==> src/rtl/keypad_pkg.sv <==
// Shared constants, FSM states and column decode for the matrix keypad scanner.
package keypad_pkg;

  localparam logic [3:0] ROW0 = 4'b0111;
  localparam logic [3:0] ROW1 = 4'b1011;
  localparam logic [3:0] ROW2 = 4'b1101;
  localparam logic [3:0] ROW3 = 4'b1110;

  typedef enum logic [1:0] {IDLE, PRESS_DB, HELD, RELEASE_DB} db_state_t;

  // Candidate is {valid, row_idx, col_idx}; bit 4 clear means no key.
  localparam logic [4:0] CAND_NONE = 5'b0_0000;

  typedef struct packed {
    logic       vld;
    logic [1:0] col;
  } col_dec_t;

  // Lowest col_idx wins when several lines are pulled low.
  function automatic col_dec_t decode_col(input logic [3:0] col);
    col_dec_t d;
    d.vld = 1'b1;
    d.col = 2'd0;
    if      (!col[3]) d.col = 2'd0;
    else if (!col[2]) d.col = 2'd1;
    else if (!col[1]) d.col = 2'd2;
    else if (!col[0]) d.col = 2'd3;
    else              d.vld = 1'b0;
    return d;
  endfunction

  function automatic logic [3:0] row_drive(input logic [1:0] idx);
    logic [3:0] r;
    case (idx)
      2'd0:    r = ROW0;
      2'd1:    r = ROW1;
      2'd2:    r = ROW2;
      default: r = ROW3;
    endcase
    return r;
  endfunction

endpackage

==> src/rtl/keypad_row_scanner.sv <==
// Row divider and rotation; strobes the last dwell cycle of each row and flags frame end on row 3.
module keypad_row_scanner
  import keypad_pkg::*;
#(
  parameter int SCAN_DIV = 100
) (
  input  logic       clk,
  input  logic       reset,
  output logic [3:0] keypad_row,
  output logic [1:0] row_idx,
  output logic       sample,
  output logic       frame_end
);

  localparam int DIV_W = (SCAN_DIV > 2) ? $clog2(SCAN_DIV) : 1;
  localparam logic [DIV_W-1:0] DIV_LAST = DIV_W'(SCAN_DIV - 1);

  logic [DIV_W-1:0] div;

  always_ff @(posedge clk or negedge reset) begin
    if (!reset) begin
      div     <= '0;
      row_idx <= 2'd0;
    end else if (sample) begin
      div     <= '0;
      row_idx <= row_idx + 2'd1;
    end else begin
      div     <= div + DIV_W'(1);
    end
  end

  assign sample     = (div == DIV_LAST);
  assign frame_end  = sample && (row_idx == 2'd3);
  assign keypad_row = row_drive(row_idx);

endmodule

==> src/rtl/keypad_debouncer.sv <==
// Scans the 4x4 keypad, picks one candidate key per frame and debounces press/release over frames.
module keypad_debouncer
  import keypad_pkg::*;
#(
  parameter int SCAN_DIV       = 100,
  parameter int DEBOUNCE_SCANS = 4
) (
  input  logic       clk,
  input  logic       reset,
  input  logic [3:0] keypad_col,
  output logic [3:0] keypad_row,
  output logic [3:0] key_code,
  output logic       key_valid,
  output logic       key_held
);

  localparam logic [3:0] DB_TARGET = 4'(DEBOUNCE_SCANS);

  logic [1:0] row_idx;
  logic       sample;
  logic       frame_end;

  keypad_row_scanner #(.SCAN_DIV(SCAN_DIV)) u_scan (
    .clk       (clk),
    .reset     (reset),
    .keypad_row(keypad_row),
    .row_idx   (row_idx),
    .sample    (sample),
    .frame_end (frame_end)
  );

  col_dec_t   dec;
  logic [4:0] hit;
  logic [4:0] base;
  logic [4:0] frame_cand;
  logic [4:0] cand_q;

  // Row 0 starts a fresh frame; earlier rows keep priority over later ones.
  always_comb begin
    dec        = decode_col(keypad_col);
    hit        = dec.vld ? {1'b1, row_idx, dec.col} : CAND_NONE;
    base       = (row_idx == 2'd0) ? CAND_NONE : cand_q;
    frame_cand = base[4] ? base : hit;
  end

  always_ff @(posedge clk or negedge reset) begin
    if (!reset)      cand_q <= CAND_NONE;
    else if (sample) cand_q <= frame_end ? CAND_NONE : frame_cand;
  end

  db_state_t  state, state_n;
  logic [3:0] cnt, cnt_n, cnt_inc;
  logic [3:0] tracked, tracked_n;
  logic [3:0] code_n;
  logic       held_n, valid_n;
  logic       match_trk, match_code;

  always_ff @(posedge clk or negedge reset) begin
    if (!reset) begin
      state     <= IDLE;
      cnt       <= 4'd0;
      tracked   <= 4'd0;
      key_code  <= 4'd0;
      key_held  <= 1'b0;
      key_valid <= 1'b0;
    end else begin
      state     <= state_n;
      cnt       <= cnt_n;
      tracked   <= tracked_n;
      key_code  <= code_n;
      key_held  <= held_n;
      key_valid <= valid_n;
    end
  end

  always_comb begin
    state_n    = state;
    cnt_n      = cnt;
    tracked_n  = tracked;
    code_n     = key_code;
    held_n     = key_held;
    valid_n    = 1'b0;
    cnt_inc    = (cnt == 4'hF) ? cnt : cnt + 4'd1;
    match_trk  = (frame_cand == {1'b1, tracked});
    match_code = (frame_cand == {1'b1, key_code});
    if (frame_end) begin
      case (state)
        IDLE: begin
          if (frame_cand[4]) begin
            tracked_n = frame_cand[3:0];
            if (DB_TARGET <= 4'd1) begin
              state_n = HELD;
              cnt_n   = 4'd0;
              code_n  = frame_cand[3:0];
              held_n  = 1'b1;
              valid_n = 1'b1;
            end else begin
              state_n = PRESS_DB;
              cnt_n   = 4'd1;
            end
          end
        end
        PRESS_DB: begin
          if (!match_trk) begin
            state_n = IDLE;
            cnt_n   = 4'd0;
          end else if (cnt_inc >= DB_TARGET) begin
            state_n = HELD;
            cnt_n   = 4'd0;
            code_n  = tracked;
            held_n  = 1'b1;
            valid_n = 1'b1;
          end else begin
            cnt_n   = cnt_inc;
          end
        end
        HELD: begin
          if (!match_code) begin
            if (DB_TARGET <= 4'd1) begin
              state_n = IDLE;
              cnt_n   = 4'd0;
              held_n  = 1'b0;
            end else begin
              state_n = RELEASE_DB;
              cnt_n   = 4'd1;
            end
          end
        end
        RELEASE_DB: begin
          if (match_code) begin
            state_n = HELD;
            cnt_n   = 4'd0;
          end else if (cnt_inc >= DB_TARGET) begin
            state_n = IDLE;
            cnt_n   = 4'd0;
            held_n  = 1'b0;
          end else begin
            cnt_n   = cnt_inc;
          end
        end
        default: begin
          state_n = IDLE;
          cnt_n   = 4'd0;
        end
      endcase
    end
  end

endmodule

==> config.mk <==
export PLATFORM = sky130hd
export DESIGN_NAME = keypad_debouncer
export DESIGN_NICKNAME = d
export VERILOG_FILES = /design/src/rtl/keypad_pkg.sv /design/src/rtl/keypad_row_scanner.sv /design/src/rtl/keypad_debouncer.sv
export SDC_FILE = /design/constraint.sdc
export NUM_CORES = 1
export LEC_CHECK = 0
export ABC_AREA = 1
export ABC_CLOCK_PERIOD_IN_PS = 1800
export CELL_PAD_IN_SITES_DETAIL_PLACEMENT = 2
export CELL_PAD_IN_SITES_GLOBAL_PLACEMENT = 2
export CORE_MARGIN = 8
export CORE_UTILIZATION = 31
export CTS_BUF_LIST = sky130_fd_sc_hd__clkbuf_8
export CTS_CLUSTER_DIAMETER = 120
export DETAILED_ROUTE_END_ITERATION = 16
export PLACE_DENSITY = 0.74
export SLEW_MARGIN = 20
export SYNTH_ARGS = -nofsm -noshare
export SYNTH_HDL_FRONTEND = slang
export SYNTH_HIERARCHICAL = 1
export SYNTH_SLANG_ARGS = --single-unit
==> constraint.sdc <==
create_clock -name clk -period 1.8 [get_ports clk]
set_input_delay 0.45 -clock clk [delete_from_list [all_inputs] [get_ports clk]]
set_output_delay 0.45 -clock clk [all_outputs]
set_load 0.02 [all_outputs]
==> impl_metrics.toml <==
[run_status]
status = "finished, violations left"
violations = "negative setup slack"

[hold_path]
hold_path.class = "flip-flop to flip-flop"

[sta]
skew_ps = 6.76
min_period_over_period_pct = 109
setup_slack_ps = -163
drv_slew = 0
fin_crit_ps = 1960
tightest_slew_ps = 535
setup_viol_count_final = 11
max_slew_margin_pct = 64.1
grt_setup_unrepaired = "true"
hold_viol_final = 0
max_clock_freq_mhz = 509

[route]
drc = 0
viasPerCell = 4.90
route.vias.total = 1865
ant_nets = 0
wirelength_mm = 7.19
wl_per_cell_um = 18.9
drt_iter0_drc = 42
first_pass_iters = 4

[floorplanning]
die_x_um = 92.5
core_um2 = 5780
die_h_um = 92.5
die_area_um2 = 8550
num_io_pins = 16
start_util_pct = 31.3
rows = 28

[synth]
synth_area_um2 = 1810
synth-edff-count = 0
synth_seq_area_share_pct = 41.4
async_flop_share_pct = 100
synth_top_area_cell = "dfrtp_1"
ys_types = 30
synthFlopType = "dfrtp_1"
synthTopCellsByArea = "dfrtp_1 (41%), nand2_1 (12%), nand3_1 (7.7%), inv_1 (7.3%), nor2_1 (4.6%)"
syn-instance-count = 241
syn_nets = 253
yosysWarnings = 6
yosys.area.top_type_share_pct = 41.4
ys_ff_latch = 30
postSynthAreaPerCell_um2 = 7.52

[place]
dpl.hpwl_mm = 4.05
numPortBuffers = 15
gp_congestion = 0.753
pre_cts_ws_ps = -688

[pwr]
power_frac_seq_pct = 52.2
p_int_mw = 0.970
p_comb_share_pct = 7.1
clkPwrFrac_pct = 40.7
switching_share_pct = 24.9
peakVddDrop_uv = 259
pwr_density_cell_nw_per_um2 = 479
power_leakage_nw = 1.35
power_switching_mw = 0.322

[clock_tree]
cts_sinks = 30
cts_buffer_depth = 2
root_buffer = "clkbuf_8"
clk_pin_slew_ps = 70
hold_buffers = 0
numCtsBuffers = 5
insertion_delay_ps = 290
cts-htree-levels = 2
cts_tree = "built"

[final_layout]
postLayoutCoreUtil_pct = 46.6
nets = 318
area_growth_pct = 48.8
n_fill_cell = 658
drive_above_1_share_pct = 39.9
n_antenna_cell = 0

[setup_path]
endpoint_kind = "flip-flop"
reg2reg_to = "key_held"
worst-setup-path-type = "flip-flop to flip-flop"
reg2reg_depth = 13
cp.required_ps = 1960
r2r_slack_ps = -160
worst_setup_path_start_kind = "flip-flop"
cp_max_fo = 4
worstSetupStartpoint = "u_scan/row_idx[0]"
r2r-start = "u_scan/row_idx[0]"
cp_data_arrival_time_ps = 2120
crit_end = "key_held"

[grt]
grt_use_total_pct = 15.1
grt_first_pass_wirelength_mm = 10.2
first_global_vias = 2043
antenna_found_initial = 0
grt_overflow_total = 0
grt_max_degree = 31

[run]
drv_cap = 0
stage by stage:
step	std cells	hold WS [ps]	area [µm²]	TNS [ps]	power, mW
floorplan	241	154	1810	0	0.711
global placement	355	476	2250	-8100	0.754
detailed placement	355	492	2250	-9520	0.757
CTS	377	506	2570	-488	1.29
global route	381	549	2700	-2830	1.33
finish	381	542	2700	-840	1.29
cell usage in the layout, fill, tap and decap left out, types with 2 or more instances in the layout:
cell type        instances
nand2_1                 43
buf_4                   40
inv_1                   32
dfrtp_1                 27
nand3_1                 23
nand2_2                 16
nor2_1                  16
o21ai_0                  9
inv_2                    8
nor2_4                   8
clkdlybuf4s50_1          7
nand2_4                  6
nand3_2                  6
buf_6                    6
ha_1                     5
clkbuf_8                 5
nor2_2                   4
a21oi_1                  4
o21ai_1                  4
nand3_4                  3
nand4_1                  3
dfrtp_2                  3
clkinv_2                 3
nand2_8                  2
o21ai_2                  2
xnor2_1                  2
clkdlybuf4s15_1          2
dlygate4sd2_1            2
sequential cells by signal, indices dropped and copies added (netlist names):
signal and cells:
u_scan/row_idx 2, cnt 4, cand_q 5, key_valid 1
state 2, key_held 1, key_code 4, u_scan/div 7
tracked 4
logic make-up after synthesis:
kind of cell	Yosys count	share of synthesized area, %
simple gates	133	35.8
buf+inv	43	8.98
flops	30	41.4
compound gates	25	7.60
fa+ha+maj	6	4.14
xor+xnor	3	1.45
mux	1	0.553
how the worst min path moves through the flow:
stage	start	slack (ps)	endpoint	cells past startpoint
after global placement	u_scan/div[6]	480	u_scan/div[6]	2
after detailed placement	key_held	490	key_held	2
after CTS	key_held	510	key_held	2
final	cnt[2]	540	cnt[2]	2
after floorplan	reset	150	cand_q[0]	0
after global routing	u_scan/div[1]	550	u_scan/div[1]	1
cells in the mapped netlist (all sizes together), types with 2 or more instances:
master  count
inv        41
nand2      67
ha          6
dfrtp      30
nor2       28
o21ai      16
nand4       3
a21oi       5
xnor2       2
nand3      32
nor3        2
area by class of cell:
| class | instances | area, µm² | share of cell area, % |
|---|---|---|---|
| clock buffers | 5 | 68.8 | 2.55 |
| clock inverters | 2 | 10.0 | 0.371 |
| inverters | 42 | 161 | 5.99 |
| multi-input cells | 168 | 1110 | 41.1 |
| flip-flops and latches | 30 | 754 | 28.0 |
| well taps | 75 | 93.8 | 3.48 |
| repair buffers | 59 | 500 | 18.6 |
power by group through the flow:
stage,Combinational [mW],Sequential [mW],Clock (mW)
floorplan,0.0237,0.687,0
finish,0.0918,0.674,0.526
global placement,0.0676,0.687,0
CTS,0.0811,0.674,0.532
global route,0.101,0.673,0.560
detailed placement,0.0700,0.687,0
critical path, cell delays in order (launching register included):
cell	delay, ps
dfrtp_2	450
inv_4	110
nand2_8	70
buf_6	120
nand3_4	80
nand3_4	90
nand2_4	90
nand2_4	70
nor2_4	140
buf_4	120
buf_4	110
a21oi_1	80
o21ai_1	200
nand2_1	100
per-layer routing:
layer	share of wire, %	up-vias	GRT usage, %
met5	0	-	0
met4	3.0	0	4.83
met3	2.8	15	2.67
met2	53	27	27.7
met1	42	933	17.3
li1	-	890	-
what timing repair did:
| item | in CTS | in global routing |
|---|---|---|
| setup endpoints to repair | 20 | 25 |
| resized for setup | 59 | 31 |
| cloned | 1 | 0 |
| pin swaps | 17 | 10 |
| setup buffers | 14 | 6 |
Note: power is estimated with default switching activity, not from simulation.
